### src/rtl/uart_rx.sv
// UART receiver: 2-flop synchronised line, mid-bit sampling, even parity and stop checks,
// one-entry valid/ready holding register. Define UART_RX_MAJORITY_VOTE_EN for 2-of-3 sampling.
module uart_rx (
  input  logic        clk_i,
  input  logic        rst_i,
  input  logic        rx_i,
  input  logic        cfg_en_i,
  input  logic [15:0] cfg_div_i,
  input  logic        cfg_parity_en_i,
  input  logic [1:0]  cfg_bits_i,
  input  logic        cfg_stop_bits_i,
  output logic [7:0]  rx_data_o,
  output logic        rx_valid_o,
  input  logic        rx_ready_i,
  output logic        rx_err_parity_o,
  output logic        rx_err_frame_o,
  output logic        err_overrun_o,
  output logic        busy_o
);

  typedef enum logic [2:0] {
    IDLE,
    START_BIT,
    DATA,
    PARITY,
    STOP_BIT_FIRST,
    STOP_BIT_LAST
  } state_e;

  state_e      state_q, state_d;
  logic        sync1_q, sync2_q, prev_q;
  logic [15:0] cnt_q, cnt_d;
  logic [2:0]  idx_q, idx_d;
  logic [7:0]  shift_q, shift_d;
  logic        par_q, par_d;
  logic        ferr_q, ferr_d;
  logic [7:0]  data_q, data_d;
  logic        valid_q, valid_d;
  logic        perr_out_q, perr_out_d;
  logic        ferr_out_q, ferr_out_d;
  logic        ovr_q, ovr_d;

  logic        fall;
  logic        fire;
  logic        sample;
  logic        complete;
  logic        drain;
  logic        frame_ferr;
  logic [15:0] target;
  logic [2:0]  last_idx;

  assign fall     = prev_q & ~sync2_q;
  assign last_idx = 3'd4 + {1'b0, cfg_bits_i};
  assign drain    = valid_q & rx_ready_i;

`ifdef UART_RX_MAJORITY_VOTE_EN
  logic [1:0] hist_q;

  // The vote needs the value one cycle past the nominal centre, so the start
  // bit fires one cycle late and every later sample inherits that shift.
  assign target = (state_q == START_BIT) ? ({1'b0, cfg_div_i[15:1]} + 16'd1) : cfg_div_i;
  assign sample = (sync2_q & hist_q[0]) | (sync2_q & hist_q[1]) | (hist_q[0] & hist_q[1]);
`else
  assign target = (state_q == START_BIT) ? {1'b0, cfg_div_i[15:1]} : cfg_div_i;
  assign sample = sync2_q;
`endif

  assign fire = (cnt_q == target);

  always_comb begin
    // NOTE: every signal assigned here gets a default first, so no path can infer a latch.
    state_d    = state_q;
    cnt_d      = cnt_q + 16'd1;
    idx_d      = idx_q;
    shift_d    = shift_q;
    par_d      = par_q;
    ferr_d     = ferr_q;
    frame_ferr = ferr_q;
    complete   = 1'b0;
    data_d     = data_q;
    valid_d    = valid_q;
    perr_out_d = perr_out_q;
    ferr_out_d = ferr_out_q;
    ovr_d      = 1'b0;

    case (state_q)
      IDLE: begin
        cnt_d = '0;
        if (fall) begin
          state_d = START_BIT;
          idx_d   = '0;
          shift_d = '0;
          par_d   = 1'b0;
          ferr_d  = 1'b0;
        end
      end
      START_BIT: begin
        if (fire) begin
          cnt_d   = '0;
          state_d = sample ? IDLE : DATA;
        end
      end
      DATA: begin
        if (fire) begin
          cnt_d          = '0;
          shift_d[idx_q] = sample;
          par_d          = par_q ^ sample;
          if (idx_q == last_idx) begin
            state_d = cfg_parity_en_i ? PARITY : STOP_BIT_FIRST;
          end else begin
            idx_d = idx_q + 3'd1;
          end
        end
      end
      PARITY: begin
        if (fire) begin
          cnt_d   = '0;
          par_d   = par_q ^ sample;
          state_d = STOP_BIT_FIRST;
        end
      end
      STOP_BIT_FIRST: begin
        if (fire) begin
          cnt_d      = '0;
          frame_ferr = ferr_q | ~sample;
          ferr_d     = frame_ferr;
          if (cfg_stop_bits_i) begin
            state_d = STOP_BIT_LAST;
          end else begin
            state_d  = IDLE;
            complete = 1'b1;
          end
        end
      end
      STOP_BIT_LAST: begin
        if (fire) begin
          cnt_d      = '0;
          frame_ferr = ferr_q | ~sample;
          ferr_d     = frame_ferr;
          state_d    = IDLE;
          complete   = 1'b1;
        end
      end
      default: state_d = IDLE;
    endcase

    if (!cfg_en_i) begin
      state_d  = IDLE;
      cnt_d    = '0;
      idx_d    = '0;
      complete = 1'b0;
    end

    if (drain) valid_d = 1'b0;

    // A draining register can take the new frame on the same edge.
    if (complete) begin
      if (!valid_q || drain) begin
        data_d     = shift_q;
        perr_out_d = cfg_parity_en_i & par_q;
        ferr_out_d = frame_ferr;
        valid_d    = 1'b1;
      end else begin
        ovr_d = 1'b1;
      end
    end
  end

  always_ff @(posedge clk_i) begin
    // NOTE: state uses non-blocking assignments so every flop samples pre-edge values.
    if (rst_i) begin
      sync1_q    <= 1'b1;
      sync2_q    <= 1'b1;
      prev_q     <= 1'b1;
`ifdef UART_RX_MAJORITY_VOTE_EN
      hist_q     <= 2'b11;
`endif
      state_q    <= IDLE;
      cnt_q      <= '0;
      idx_q      <= '0;
      shift_q    <= '0;
      par_q      <= 1'b0;
      ferr_q     <= 1'b0;
      data_q     <= '0;
      valid_q    <= 1'b0;
      perr_out_q <= 1'b0;
      ferr_out_q <= 1'b0;
      ovr_q      <= 1'b0;
    end else begin
      sync1_q    <= rx_i;
      sync2_q    <= sync1_q;
      prev_q     <= sync2_q;
`ifdef UART_RX_MAJORITY_VOTE_EN
      hist_q     <= {hist_q[0], sync2_q};
`endif
      state_q    <= state_d;
      cnt_q      <= cnt_d;
      idx_q      <= idx_d;
      shift_q    <= shift_d;
      par_q      <= par_d;
      ferr_q     <= ferr_d;
      data_q     <= data_d;
      valid_q    <= valid_d;
      perr_out_q <= perr_out_d;
      ferr_out_q <= ferr_out_d;
      ovr_q      <= ovr_d;
    end
  end

  assign rx_data_o       = data_q;
  assign rx_valid_o      = valid_q;
  assign rx_err_parity_o = perr_out_q;
  assign rx_err_frame_o  = ferr_out_q;
  assign err_overrun_o   = ovr_q;
  assign busy_o          = (state_q != IDLE);

endmodule

### config.mk
export PLATFORM = sky130hd
export DESIGN_NAME = uart_rx
export DESIGN_NICKNAME = d
export VERILOG_FILES = /design/src/rtl/uart_rx.sv
export SDC_FILE = /design/constraint.sdc
export NUM_CORES = 1
export LEC_CHECK = 0
export BUFFER_PORTS_ARGS = -buffer_cell sky130_fd_sc_hd__buf_2
export CAP_MARGIN = 0
export CORE_ASPECT_RATIO = 2
export CORE_MARGIN = 2
export CORE_UTILIZATION = 55
export DETAILED_ROUTE_END_ITERATION = 12
export GPL_TIMING_DRIVEN = 0
export HOLD_SLACK_MARGIN = 0.05
export PLACE_DENSITY = 0.85
export SYNTH_ARGS = -nofsm -noshare
export SYNTH_HDL_FRONTEND = slang
export SYNTH_SLANG_ARGS = --single-unit
### constraint.sdc
create_clock -name clk_i -period 3.2 [get_ports clk_i]
set_input_delay 0.64 -clock clk_i [delete_from_list [all_inputs] [get_ports clk_i]]
set_output_delay 0.64 -clock clk_i [all_outputs]
set_load 0.005 [all_outputs]
==> impl_metrics.env <==
export IMPL_run_status="finished, final reports clean"
export IMPL_insertedDiodeCount=0
export IMPL_hold_path_endpoint="sample$_SDFF_PP1_"
export IMPL_insertion_delay_ns=0.31
export IMPL_drt_pass1_iterations=4
export IMPL_fillerInstances=441
export IMPL_wl_mm=7.39
export IMPL_count_of_flip_flops_with_a_built_in_enable_after_synthesis=0
export IMPL_vdd_drop_max_mv=0.385
export IMPL_postSynthRegisterBits=47
export IMPL_leakage_nw=1.13
export IMPL_cts_resized=0
export IMPL_globalplace_congestion=0.938
export IMPL_achievable_frequency_mhz=347
export IMPL_worst_slew_pin_slew_ns=1.02
export IMPL_mappedNetlistNets=353
export IMPL_inst_count_dp=420
export IMPL_whs_path_depth=1
export IMPL_dp_slack_ns=-0.0456
export IMPL_clock_skew_ns=0.00856
export IMPL_grt_first_pass_wirelength_mm=11.8
export IMPL_grt_setup_unrepaired="no"
export IMPL_timing_max_cap_violations=0
export IMPL_r2r_start="cnt_q[7]$_SDFF_PP0_"
export IMPL_placementRows=36
export IMPL_finish_net_count=397
export IMPL_crit_path_max_fanout=10
export IMPL_min_from="sync1_q$_SDFF_PP1_"
export IMPL_drt_drc_violations_left=0
export IMPL_postSynthAreaPerCell_um2=8.49
export IMPL_power_per_cell_area_nw_per_um2=358
export IMPL_cp_start_kind="flop"
export IMPL_holdBufCountCts=0
export IMPL_clk_pin_slew_worst_paths_ns=0.08
export IMPL_vias_per_cell=6.35
export IMPL_multi_input_comb_area_um2=1630
export IMPL_timing_hold_violations_final=0
export IMPL_rr_endpoint="cnt_q[2]$_SDFF_PP0_"
export IMPL_track_usage_pct=28.1
export IMPL_syn_area_um2=2770
export IMPL_min_delay_path_class="flop to flop"
export IMPL_worstSetupPathType="flop to flop"
export IMPL_drtAntennaViolNets=0
export IMPL_grt_start_max_net_pins=14
export IMPL_first_global_vias=2719
export IMPL_grt_overflow=0
export IMPL_postLayoutSetupSlackWorst_ns=0.318
export IMPL_die_height_um=104
export IMPL_clock_period_minus_final_worst_setup_slack_ns=2.88
export IMPL_cts_sink_count=47
export IMPL_drive_gt1_share_pct=17.3
export IMPL_die_area_um2=5650
export IMPL_reg2reg_setup_slack_ns=0.32
export IMPL_cts_made_buffers=5
export IMPL_worst_endpoint_arrival_ns=3.07
export IMPL_cts_setup_buffers=0
export IMPL_reg2reg_depth=9
export IMPL_asyncSetResetFlopFracSynth_pct=0
export IMPL_start_util_pct=56.9
export IMPL_critical_path_required_ns=3.39
export IMPL_area_of_placed_instances_um2=3030
export IMPL_setup_violations=0
export IMPL_synth_main_ff_cell="sky130_fd_sc_hd__dfxtp_1"
export IMPL_area_delta_synth_final_pct=13.0
export IMPL_cts_max_level=2
export IMPL_layout_worst_path_cycle_share_pct=90.1
export IMPL_place_hpwl_mm=5.88
export IMPL_grt_antenna_before_repair=0
export IMPL_floorplan_core_area_um2=4860
export IMPL_tritoncts="yes"
export IMPL_finalPower_mw=1.12
export IMPL_crit_path_end_kind="flop"
export IMPL_post_route_setup_tns_ns=0
export IMPL_max_slew_margin_pct=31.2
export IMPL_portBuffers=37
export IMPL_fin_cells=427
export IMPL_clock_tree_root_cell="sky130_fd_sc_hd__clkbuf_8"
export IMPL_drt_iter0_markers=101
export IMPL_detailroute_via_count=2711
export IMPL_synth_warning_count=0
export IMPL_area_sequential_um2=941
export IMPL_design_portCount=38
export IMPL_synth_seq_area_share_pct=34.0
export IMPL_wl_per_cell_um=17.3
export IMPL_pins_over_slew_limit=0
export IMPL_gate_count_after_technology_mapping=326
export IMPL_cts_buffer_depth=2
export IMPL_fin_area_um2=3130
export IMPL_chipWidth_um=54.2
export IMPL_ys_types=59
==> critical path, stage by stage, from the launching register on <==
cell and delay (ns):
sky130_fd_sc_hd__dfxtp_1 0.30, sky130_fd_sc_hd__clkbuf_1 0.21, sky130_fd_sc_hd__nor2b_1 0.19, sky130_fd_sc_hd__a2111oi_0 0.42, sky130_fd_sc_hd__a31oi_1 0.22, sky130_fd_sc_hd__a2111oi_4 0.46
sky130_fd_sc_hd__a31oi_1 0.20, sky130_fd_sc_hd__o21ai_2 0.37, sky130_fd_sc_hd__buf_2 0.31, sky130_fd_sc_hd__nor2_1 0.07
==> cell usage in the layout, fill, tap and decap left out, drive strengths merged, types with 5 or more instances in the layout <==
master	instances
a21oi	14
a31o	8
a31oi	6
buf	47
clkbuf	16
dfxtp	47
inv	22
mux2i	7
nand2	16
nand2b	12
nand3	9
nand4	5
nor2	33
nor2b	10
nor3	6
o211ai	6
o21ai	12
o311a	9
o31ai	7
xnor2	15
xor2	8
==> cell usage after synthesis (5+ instances only) <==
| library cell | instances | area [um^2] |
|---|---|---|
| sky130_fd_sc_hd__dfxtp_1 | 47 | 941 |
| sky130_fd_sc_hd__nor2_1 | 33 | 124 |
| sky130_fd_sc_hd__inv_1 | 22 | 82.6 |
| sky130_fd_sc_hd__nand2_1 | 16 | 60.1 |
| sky130_fd_sc_hd__xnor2_1 | 15 | 131 |
| sky130_fd_sc_hd__a21oi_1 | 13 | 65.1 |
| sky130_fd_sc_hd__nand2b_1 | 12 | 75.1 |
| sky130_fd_sc_hd__o21ai_0 | 11 | 55.1 |
| sky130_fd_sc_hd__clkbuf_1 | 10 | 37.5 |
| sky130_fd_sc_hd__nor2b_1 | 10 | 62.6 |
| sky130_fd_sc_hd__o311a_1 | 9 | 90.1 |
| sky130_fd_sc_hd__nand3_1 | 8 | 40.0 |
| sky130_fd_sc_hd__xor2_1 | 8 | 70.1 |
| sky130_fd_sc_hd__a31o_1 | 7 | 61.3 |
| sky130_fd_sc_hd__mux2i_1 | 7 | 70.1 |
| sky130_fd_sc_hd__o31ai_1 | 7 | 52.6 |
| sky130_fd_sc_hd__a31oi_1 | 6 | 37.5 |
| sky130_fd_sc_hd__o211ai_1 | 6 | 45.0 |
| sky130_fd_sc_hd__buf_2 | 5 | 25.0 |
| sky130_fd_sc_hd__nand4_1 | 5 | 31.3 |
| sky130_fd_sc_hd__nor3_1 | 5 | 25.0 |
==> worst max-delay path by stage <==
stage | from | to | slack, ns
after global placement | cfg_div_i[2] | cnt_q[10]$_SDFF_PP0_ | 0.02
after detailed placement | cfg_div_i[2] | cnt_q[10]$_SDFF_PP0_ | -0.05
final | cnt_q[7]$_SDFF_PP0_ | cnt_q[2]$_SDFF_PP0_ | 0.32
after CTS | cnt_q[7]$_SDFF_PP0_ | cnt_q[2]$_SDFF_PP0_ | 0.25
after global routing | cnt_q[7]$_SDFF_PP0_ | cnt_q[2]$_SDFF_PP0_ | 0.05
after floorplan | cfg_div_i[5] | rx_data_o[1]$_SDFFE_PP0P_ | 0.61
==> cell families after synthesis <==
logic type | after synthesis | share of synthesized area (%)
adders and majority gates | 2 | 0.904
muxes | 7 | 2.53
and+or+nand+nor | 113 | 22.2
xor gates and xnor gates | 23 | 7.28
AOI/OAI and AO/OA | 92 | 26.1
buffers and inverters | 42 | 7.00
DFF | 47 | 34.0
==> layout make-up <==
type	count	share of cell area, %
Buffer	20	3.56
Timing Repair Buffer	37	5.92
Clock buffer	6	2.32
Tap cell	57	2.28
Inverter	22	2.64
Sequential cell	47	30.1
Clock inverter	1	0.960
Multi-Input combinational cell	237	52.2
==> power by group <==
group          internal, mW  total, mW  switching [mW]
Sequential            0.587      0.588         0.00112
Clock                 0.229      0.418           0.189
Combinational        0.0447      0.112          0.0678
==> metal layers <==
metal	up-vias	part of all wire (%)	track usage (%)
met3	48	4.2	4.74
met4	0	7.8	21.8
met5	-	0	0
met1	1256	33	24.1
li1	1281	-	-
met2	126	55	51.2
==> registers in the layout (all words and copies together) (netlist names) <==
signal,count
cnt_q,16
rx_data_o,8
shift_q,8
idx_q,3
state_q,3
err_overrun_o,1
ferr_q,1
par_q,1
prev_q,1
rx_err_frame_o,1
rx_err_parity_o,1
rx_valid_o,1
sample,1
sync1_q,1
==> per-stage QoR <==
| step | hold slack (ns) | util [%] |
|---|---|---|
| floorplan | 0.389 | - |
| global placement | 0.391 | 62.2 |
| detailed placement | 0.402 | 62.2 |
| CTS | 0.423 | 64.3 |
| global route | 0.440 | 64.3 |
| finish | 0.418 | 64.3 |
Note: power is estimated with default switching activity, not from simulation.
